===== src/rtl/rede_float_pkg.sv =====
// Shared rede_float constants: core-array geometry and the no-output port code.
package rede_float_pkg;

    localparam int unsigned N_CORES_DEF = 22;
    localparam int unsigned DATA_W_DEF  = 28;
    localparam int unsigned EN_W_DEF    = 4;
    localparam int unsigned DEPTH_DEF   = 16;

    localparam int unsigned PORT_NONE   = 0;

    function automatic int unsigned idx_width(input int unsigned n);
        return (n > 1) ? $clog2(n) : 1;
    endfunction

endpackage


===== src/rtl/coll_fifo.sv =====
// Output FIFO for the collector; push on a full FIFO is accepted when it is popped in that cycle.
module coll_fifo #(
    parameter  int unsigned WIDTH = 8,
    parameter  int unsigned DEPTH = 16,
    localparam int unsigned AW    = $clog2(DEPTH),
    localparam int unsigned CNT_W = AW + 1
) (
    input  logic             clk,
    input  logic             rst,
    input  logic             push,
    input  logic [WIDTH-1:0] din,
    input  logic             pop,
    output logic [WIDTH-1:0] dout,
    output logic             full,
    output logic             empty,
    output logic [CNT_W-1:0] count
);

    logic [WIDTH-1:0] mem [DEPTH];
    logic [AW-1:0]    wr_ptr;
    logic [AW-1:0]    rd_ptr;
    logic             do_push;
    logic             do_pop;

    assign full    = (count == CNT_W'(DEPTH));
    assign empty   = (count == '0);
    assign do_pop  = pop && !empty;
    assign do_push = push && (!full || do_pop);
    assign dout    = empty ? '0 : mem[rd_ptr];

    always_ff @(posedge clk) begin
        if (do_push) begin
            mem[wr_ptr] <= din;
        end
    end

    always_ff @(posedge clk) begin
        if (!rst) begin
            wr_ptr <= '0;
            rd_ptr <= '0;
            count  <= '0;
        end else begin
            if (do_push) begin
                wr_ptr <= wr_ptr + 1'b1;
            end
            if (do_pop) begin
                rd_ptr <= rd_ptr + 1'b1;
            end
            case ({do_push, do_pop})
                2'b10:   count <= count + 1'b1;
                2'b01:   count <= count - 1'b1;
                default: count <= count;
            endcase
        end
    end

endmodule


===== src/rtl/out_collector.sv =====
// Collects events from non-stallable cores into per-core slots and drains them round-robin
// into a single output FIFO, counting events lost to a still-occupied slot.
module out_collector
    import rede_float_pkg::*;
#(
    parameter  int unsigned N_CORES = N_CORES_DEF,
    parameter  int unsigned DATA_W  = DATA_W_DEF,
    parameter  int unsigned EN_W    = EN_W_DEF,
    parameter  int unsigned DEPTH   = DEPTH_DEF,
    localparam int unsigned IDX_W   = idx_width(N_CORES)
) (
    input  logic                      clk,
    input  logic                      rst,
    input  logic [N_CORES*DATA_W-1:0] io_out,
    input  logic [N_CORES*EN_W-1:0]   out_en,
    output logic signed [DATA_W-1:0]  m_data,
    output logic [IDX_W-1:0]          m_core,
    output logic [EN_W-1:0]           m_port,
    output logic                      m_valid,
    input  logic                      m_ready,
    output logic                      overflow,
    output logic [15:0]               drop_cnt
);

    localparam int unsigned ENTRY_W = DATA_W + IDX_W + EN_W;
    localparam int unsigned CNT_W   = $clog2(DEPTH) + 1;

    logic [N_CORES-1:0] slot_full;
    logic [N_CORES-1:0] slot_full_d;
    logic [DATA_W-1:0]  slot_data [N_CORES];
    logic [EN_W-1:0]    slot_port [N_CORES];
    logic [N_CORES-1:0] ev;
    logic [N_CORES-1:0] drain;
    logic [N_CORES-1:0] drop;
    logic [IDX_W-1:0]   rr_ptr;
    logic [IDX_W-1:0]   grant_idx;
    logic               grant_valid;
    logic               push;
    logic               pop;
    logic               fifo_full;
    logic               fifo_empty;
    logic [CNT_W-1:0]   fifo_count;
    logic [ENTRY_W-1:0] push_entry;
    logic [ENTRY_W-1:0] head_entry;
    logic [15:0]        drop_cnt_d;
    logic [16:0]        drop_sum;
    int unsigned        n_drop;

    // Search starts at rr_ptr, which always holds the index after the last granted core.
    always_comb begin
        int j;
        grant_valid = 1'b0;
        grant_idx   = '0;
        j           = 0;
        for (int k = 0; k < int'(N_CORES); k++) begin
            j = int'(rr_ptr) + k;
            if (j >= int'(N_CORES)) begin
                j = j - int'(N_CORES);
            end
            if (!grant_valid && slot_full[j]) begin
                grant_valid = 1'b1;
                grant_idx   = IDX_W'(j);
            end
        end
    end

    assign pop        = m_ready && !fifo_empty;
    assign m_valid    = (fifo_count != '0);
    assign push       = grant_valid && (!fifo_full || pop);
    assign push_entry = {slot_data[grant_idx], grant_idx, slot_port[grant_idx]};
    assign {m_data, m_core, m_port} = head_entry;

    always_comb begin
        n_drop = 0;
        for (int i = 0; i < int'(N_CORES); i++) begin
            ev[i]    = (out_en[i*EN_W +: EN_W] != EN_W'(PORT_NONE));
            drain[i] = push && (grant_idx == IDX_W'(i));
            drop[i]  = ev[i] && slot_full[i] && !drain[i];
            if (drop[i]) begin
                n_drop = n_drop + 1;
            end
        end
        slot_full_d = (slot_full & ~drain) | ev;
        drop_sum    = {1'b0, drop_cnt} + 17'(n_drop);
        drop_cnt_d  = drop_sum[16] ? 16'hFFFF : drop_sum[15:0];
    end

    always_ff @(posedge clk) begin
        if (!rst) begin
            slot_full <= '0;
            rr_ptr    <= '0;
            overflow  <= 1'b0;
            drop_cnt  <= '0;
        end else begin
            for (int i = 0; i < int'(N_CORES); i++) begin
                if (ev[i] && (!slot_full[i] || drain[i])) begin
                    slot_data[i] <= io_out[i*DATA_W +: DATA_W];
                    slot_port[i] <= out_en[i*EN_W +: EN_W];
                end
            end
            slot_full <= slot_full_d;
            if (push) begin
                rr_ptr <= (grant_idx == IDX_W'(N_CORES - 1)) ? '0 : grant_idx + 1'b1;
            end
            if (|drop) begin
                overflow <= 1'b1;
            end
            drop_cnt <= drop_cnt_d;
        end
    end

    coll_fifo #(
        .WIDTH (ENTRY_W),
        .DEPTH (DEPTH)
    ) u_fifo (
        .clk   (clk),
        .rst   (rst),
        .push  (push),
        .din   (push_entry),
        .pop   (pop),
        .dout  (head_entry),
        .full  (fifo_full),
        .empty (fifo_empty),
        .count (fifo_count)
    );

endmodule


===== config.mk =====
export PLATFORM = sky130hd
export DESIGN_NAME = out_collector
export DESIGN_NICKNAME = d
export VERILOG_FILES = /design/src/rtl/rede_float_pkg.sv /design/src/rtl/coll_fifo.sv /design/src/rtl/out_collector.sv
export SDC_FILE = /design/constraint.sdc
export NUM_CORES = 2
export LEC_CHECK = 0
export ABC_CLOCK_PERIOD_IN_PS = 41400
export CAP_MARGIN = 25
export CORE_ASPECT_RATIO = 0.6
export CORE_MARGIN = 2
export CORE_UTILIZATION = 30
export DETAILED_ROUTE_END_ITERATION = 8
export HOLD_SLACK_MARGIN = 0.05
export MAX_ROUTING_LAYER = met4
export PLACE_DENSITY_LB_ADDON = 0.1
export SLEW_MARGIN = 20
export SYNTH_ARGS = -nofsm -noshare
export SYNTH_HDL_FRONTEND = slang
export SYNTH_SLANG_ARGS = --single-unit

===== constraint.sdc =====
create_clock -name clk -period 41.4 [get_ports clk]
set_input_delay 8.28 -clock clk [delete_from_list [all_inputs] [get_ports clk]]
set_output_delay 8.28 -clock clk [all_outputs]
set_load 0.05 [all_outputs]

==> impl_metrics.json <==
{
  "synth-seq-cells": 1357,
  "regToRegSetupSlack_ns": 16.12,
  "die_x_um": 621,
  "hp-class": "reg -> reg",
  "cp_top_family": "compound AO/OA/AOI/OAI gates",
  "setup_violations": 0,
  "async_flop_share": 0,
  "cap_violations": 0,
  "htreeDepth": 4,
  "grt_use_met3": 0.0795,
  "drc": 0,
  "start_kind": "input port",
  "syn-instance-count": 5072,
  "place.gp.congestion": 1.04,
  "cp_max_fo": 16,
  "min_period_ns": 26.01,
  "max-slew-margin-rel": 0.178,
  "critPathMaxStageDelay_ns": 0.69,
  "grt_pass1_vias": 48100,
  "drive_gt1_frac": 0.172,
  "num_io_pins": 762,
  "grt_pass1_wl_mm": 418,
  "via_per_inst": 5.60,
  "cts_root_buffer": "clkbuf_16",
  "first_pass_iters": 6,
  "drtIter0Drc": 6487,
  "mostFrequentLayoutCells": "edfxtp_1, clkdlybuf4s50_1, nor2_1",
  "rsz0062_at_grt": "no",
  "final_hold_viol_count": 0,
  "tritoncts": "yes",
  "layout_commonest_cell": "edfxtp_1",
  "grt_usage": 0.266,
  "globalRouteOverflowTotal": 0,
  "crit_required_ns": 42.04,
  "r2r_cells": 98,
  "worst_path_most_repeated_cell": "ha_1",
  "ctsResizeCount": 0,
  "synth.distinct_cells": 134,
  "syn_area_um2": 68500,
  "ys.flop_type": "edfxtp_1",
  "worstReg2RegEnd": "drop_cnt[3]",
  "cts.path.max_buffers": 4,
  "grt_max_degree": 109,
  "num-nets-final": 6656,
  "synth.avg_cell_area_um2": 13.5,
  "status": "finished clean",
  "top_usage_layer": "met1",
  "clk_latency_ns": 0.84,
  "crit_type": "in -> reg",
  "r2r_start": "rr_ptr[0]",
  "die_h_um": 374,
  "antenna_found_initial": 99,
  "postCtsSetupBuffers": 0,
  "design.die.area_um2": 232000,
  "crit_slowest_cell": "a311oi_1",
  "dpl.hpwl_mm": 229,
  "cts_buffers": 149,
  "totalWireLength_mm": 309,
  "yosys_warnings": 0,
  "setup_tns_ns": 0,
  "area_delta_synth_final_pct": 24.7,
  "antenna_violating_nets_post_route": 0,
  "coreArea_um2": 226000,
  "cts.sinks": 1357,
  "utilization": 0.378,
  "start_util": 0.303,
  "use_met2": 0.348,
  "cp_num_buf_inv": 7,
  "arrival_ns": 26.66,
  "dr_total_vias": 50800,
  "clk_pin_slew_worst_paths_ns": 0.06,
  "skew_ns": 0.104,
  "worstHoldStart": "u_fifo.count[4]",
  "synth-seq-area-share": 0.586,
  "port_buffers": 761,
  "num_rows": 135,
  "maxSlewViolCount": 0,
  "grt_util_met1": 0.398,
  "routedWlPerCell_um": 34.1,
  "fmax_mhz": 38.4,
  "period_share": 0.628,
  "synth-edff-count": 1296,
  "worst_pin_slew_ns": 1.20,
  "whs_path_depth": 2,
  "critPathCaptureType": "flip-flop",
  "min_to": "u_fifo.count[4]",
  "postCtsHoldBufs": 0
}
[metrics by stage]
step           setup WS, ns  hold slack, ns  std cells  cell area (um2)
5_1_grt               13.84           0.543       9061            85500
3_5_place_dp          14.76           0.496       8723            80600
4_1_cts               15.54           0.506       8983            85200
3_3_place_gp          14.91           0.497       8715            80500
2_1_floorplan         17.52           0.466       5079            68600
6_report              15.39           0.509       9070            85500
[flip-flops by register name (all words and copies together) (netlist names), 5 cells and up, named ones only]
register	cells
rr_ptr	5
u_fifo.mem	592
slot_data	616
slot_port	88
u_fifo.count	5
drop_cnt	16
slot_full	22
[area by class of cell]
class / count / area (um2)
clock buffer: 178 / 3860
sequential: 1357 / 40200
clock inverter: 82 / 668
antenna: 76 / 190
tap: 3014 / 3770
fill: 21600 / 141000
multi-input combinational: 3306 / 27200
timing repair buffer: 976 / 9300
inverter: 81 / 317
[worst reg2reg max path: cells and delay by family, from the launching register on]
| kind | cells | cell delay (ns) |
|---|---|---|
| mux | 3 | 0.80 |
| flops | 1 | 0.67 |
| simple gates | 30 | 6.05 |
| fa+ha+maj | 22 | 8.38 |
| buf+inv | 8 | 1.62 |
| compound gates | 34 | 7.46 |
| xor+xnor | 1 | 0.22 |
[logic make-up after synthesis]
group | Yosys count | share of synthesized area
xor+xnor | 158 | 0.0247
buf+inv | 416 | 0.0259
mux | 672 | 0.140
compound gates | 1201 | 0.123
flops | 1357 | 0.586
fa+ha+maj | 78 | 0.0145
other cells | 1 | 0.0000547
simple gates | 1189 | 0.0867
[how the worst max path moves through the flow]
| stage | end | cells after the start | from | slack, ns |
|---|---|---|---|---|
| final | drop_cnt[3] | 87 | m_ready | 15.39 |
| after floorplan | drop_cnt[10] | 90 | m_ready | 17.52 |
| after CTS | drop_cnt[3] | 87 | m_ready | 15.54 |
| after global routing | drop_cnt[1] | 87 | m_ready | 13.84 |
| after detailed placement | drop_cnt[3] | 87 | m_ready | 14.76 |
| after global placement | drop_cnt[9] | 87 | m_ready | 14.91 |
[layer usage]
metal  wire, um  up-vias
li1           -    21800
met1     151000    26200
met2     124000     2403
met3      29000      313
met4       5670        0
met5          0        -
[synthesized netlist by cell type (20+ instances only)]
library cell | n | share of area
o211ai_1 | 47 | 0.0051
nor4_1 | 38 | 0.0035
o31ai_1 | 54 | 0.0059
edfxtp_1 | 1296 | 0.57
a21oi_1 | 263 | 0.019
or4_1 | 21 | 0.0023
buf_2 | 51 | 0.0037
nand2_1 | 203 | 0.011
a211oi_1 | 212 | 0.023
nand4_1 | 24 | 0.0022
o21a_1 | 23 | 0.0025
nand3_1 | 101 | 0.0074
buf_1 | 71 | 0.0039
a2111oi_0 | 21 | 0.0027
mux4_2 | 206 | 0.068
and2_1 | 78 | 0.0071
ha_1 | 76 | 0.014
nor3b_1 | 21 | 0.0023
clkbuf_1 | 191 | 0.010
a31oi_1 | 39 | 0.0036
dfxtp_1 | 61 | 0.018
a21o_1 | 30 | 0.0033
mux2i_1 | 272 | 0.040
nor3_1 | 80 | 0.0058
xnor2_1 | 105 | 0.013
nand2b_1 | 24 | 0.0022
nor2b_1 | 26 | 0.0024
xor2_1 | 28 | 0.0036
and3_1 | 27 | 0.0025
mux2_2 | 188 | 0.031
a211o_1 | 22 | 0.0028
nor2_1 | 433 | 0.024
or3_1 | 20 | 0.0018
o21ai_0 | 158 | 0.012
o22ai_1 | 22 | 0.0020
inv_1 | 71 | 0.0039
Power is not shown: default switching activity piles up to over one toggle a cycle in this logic, so the estimate is an artifact.
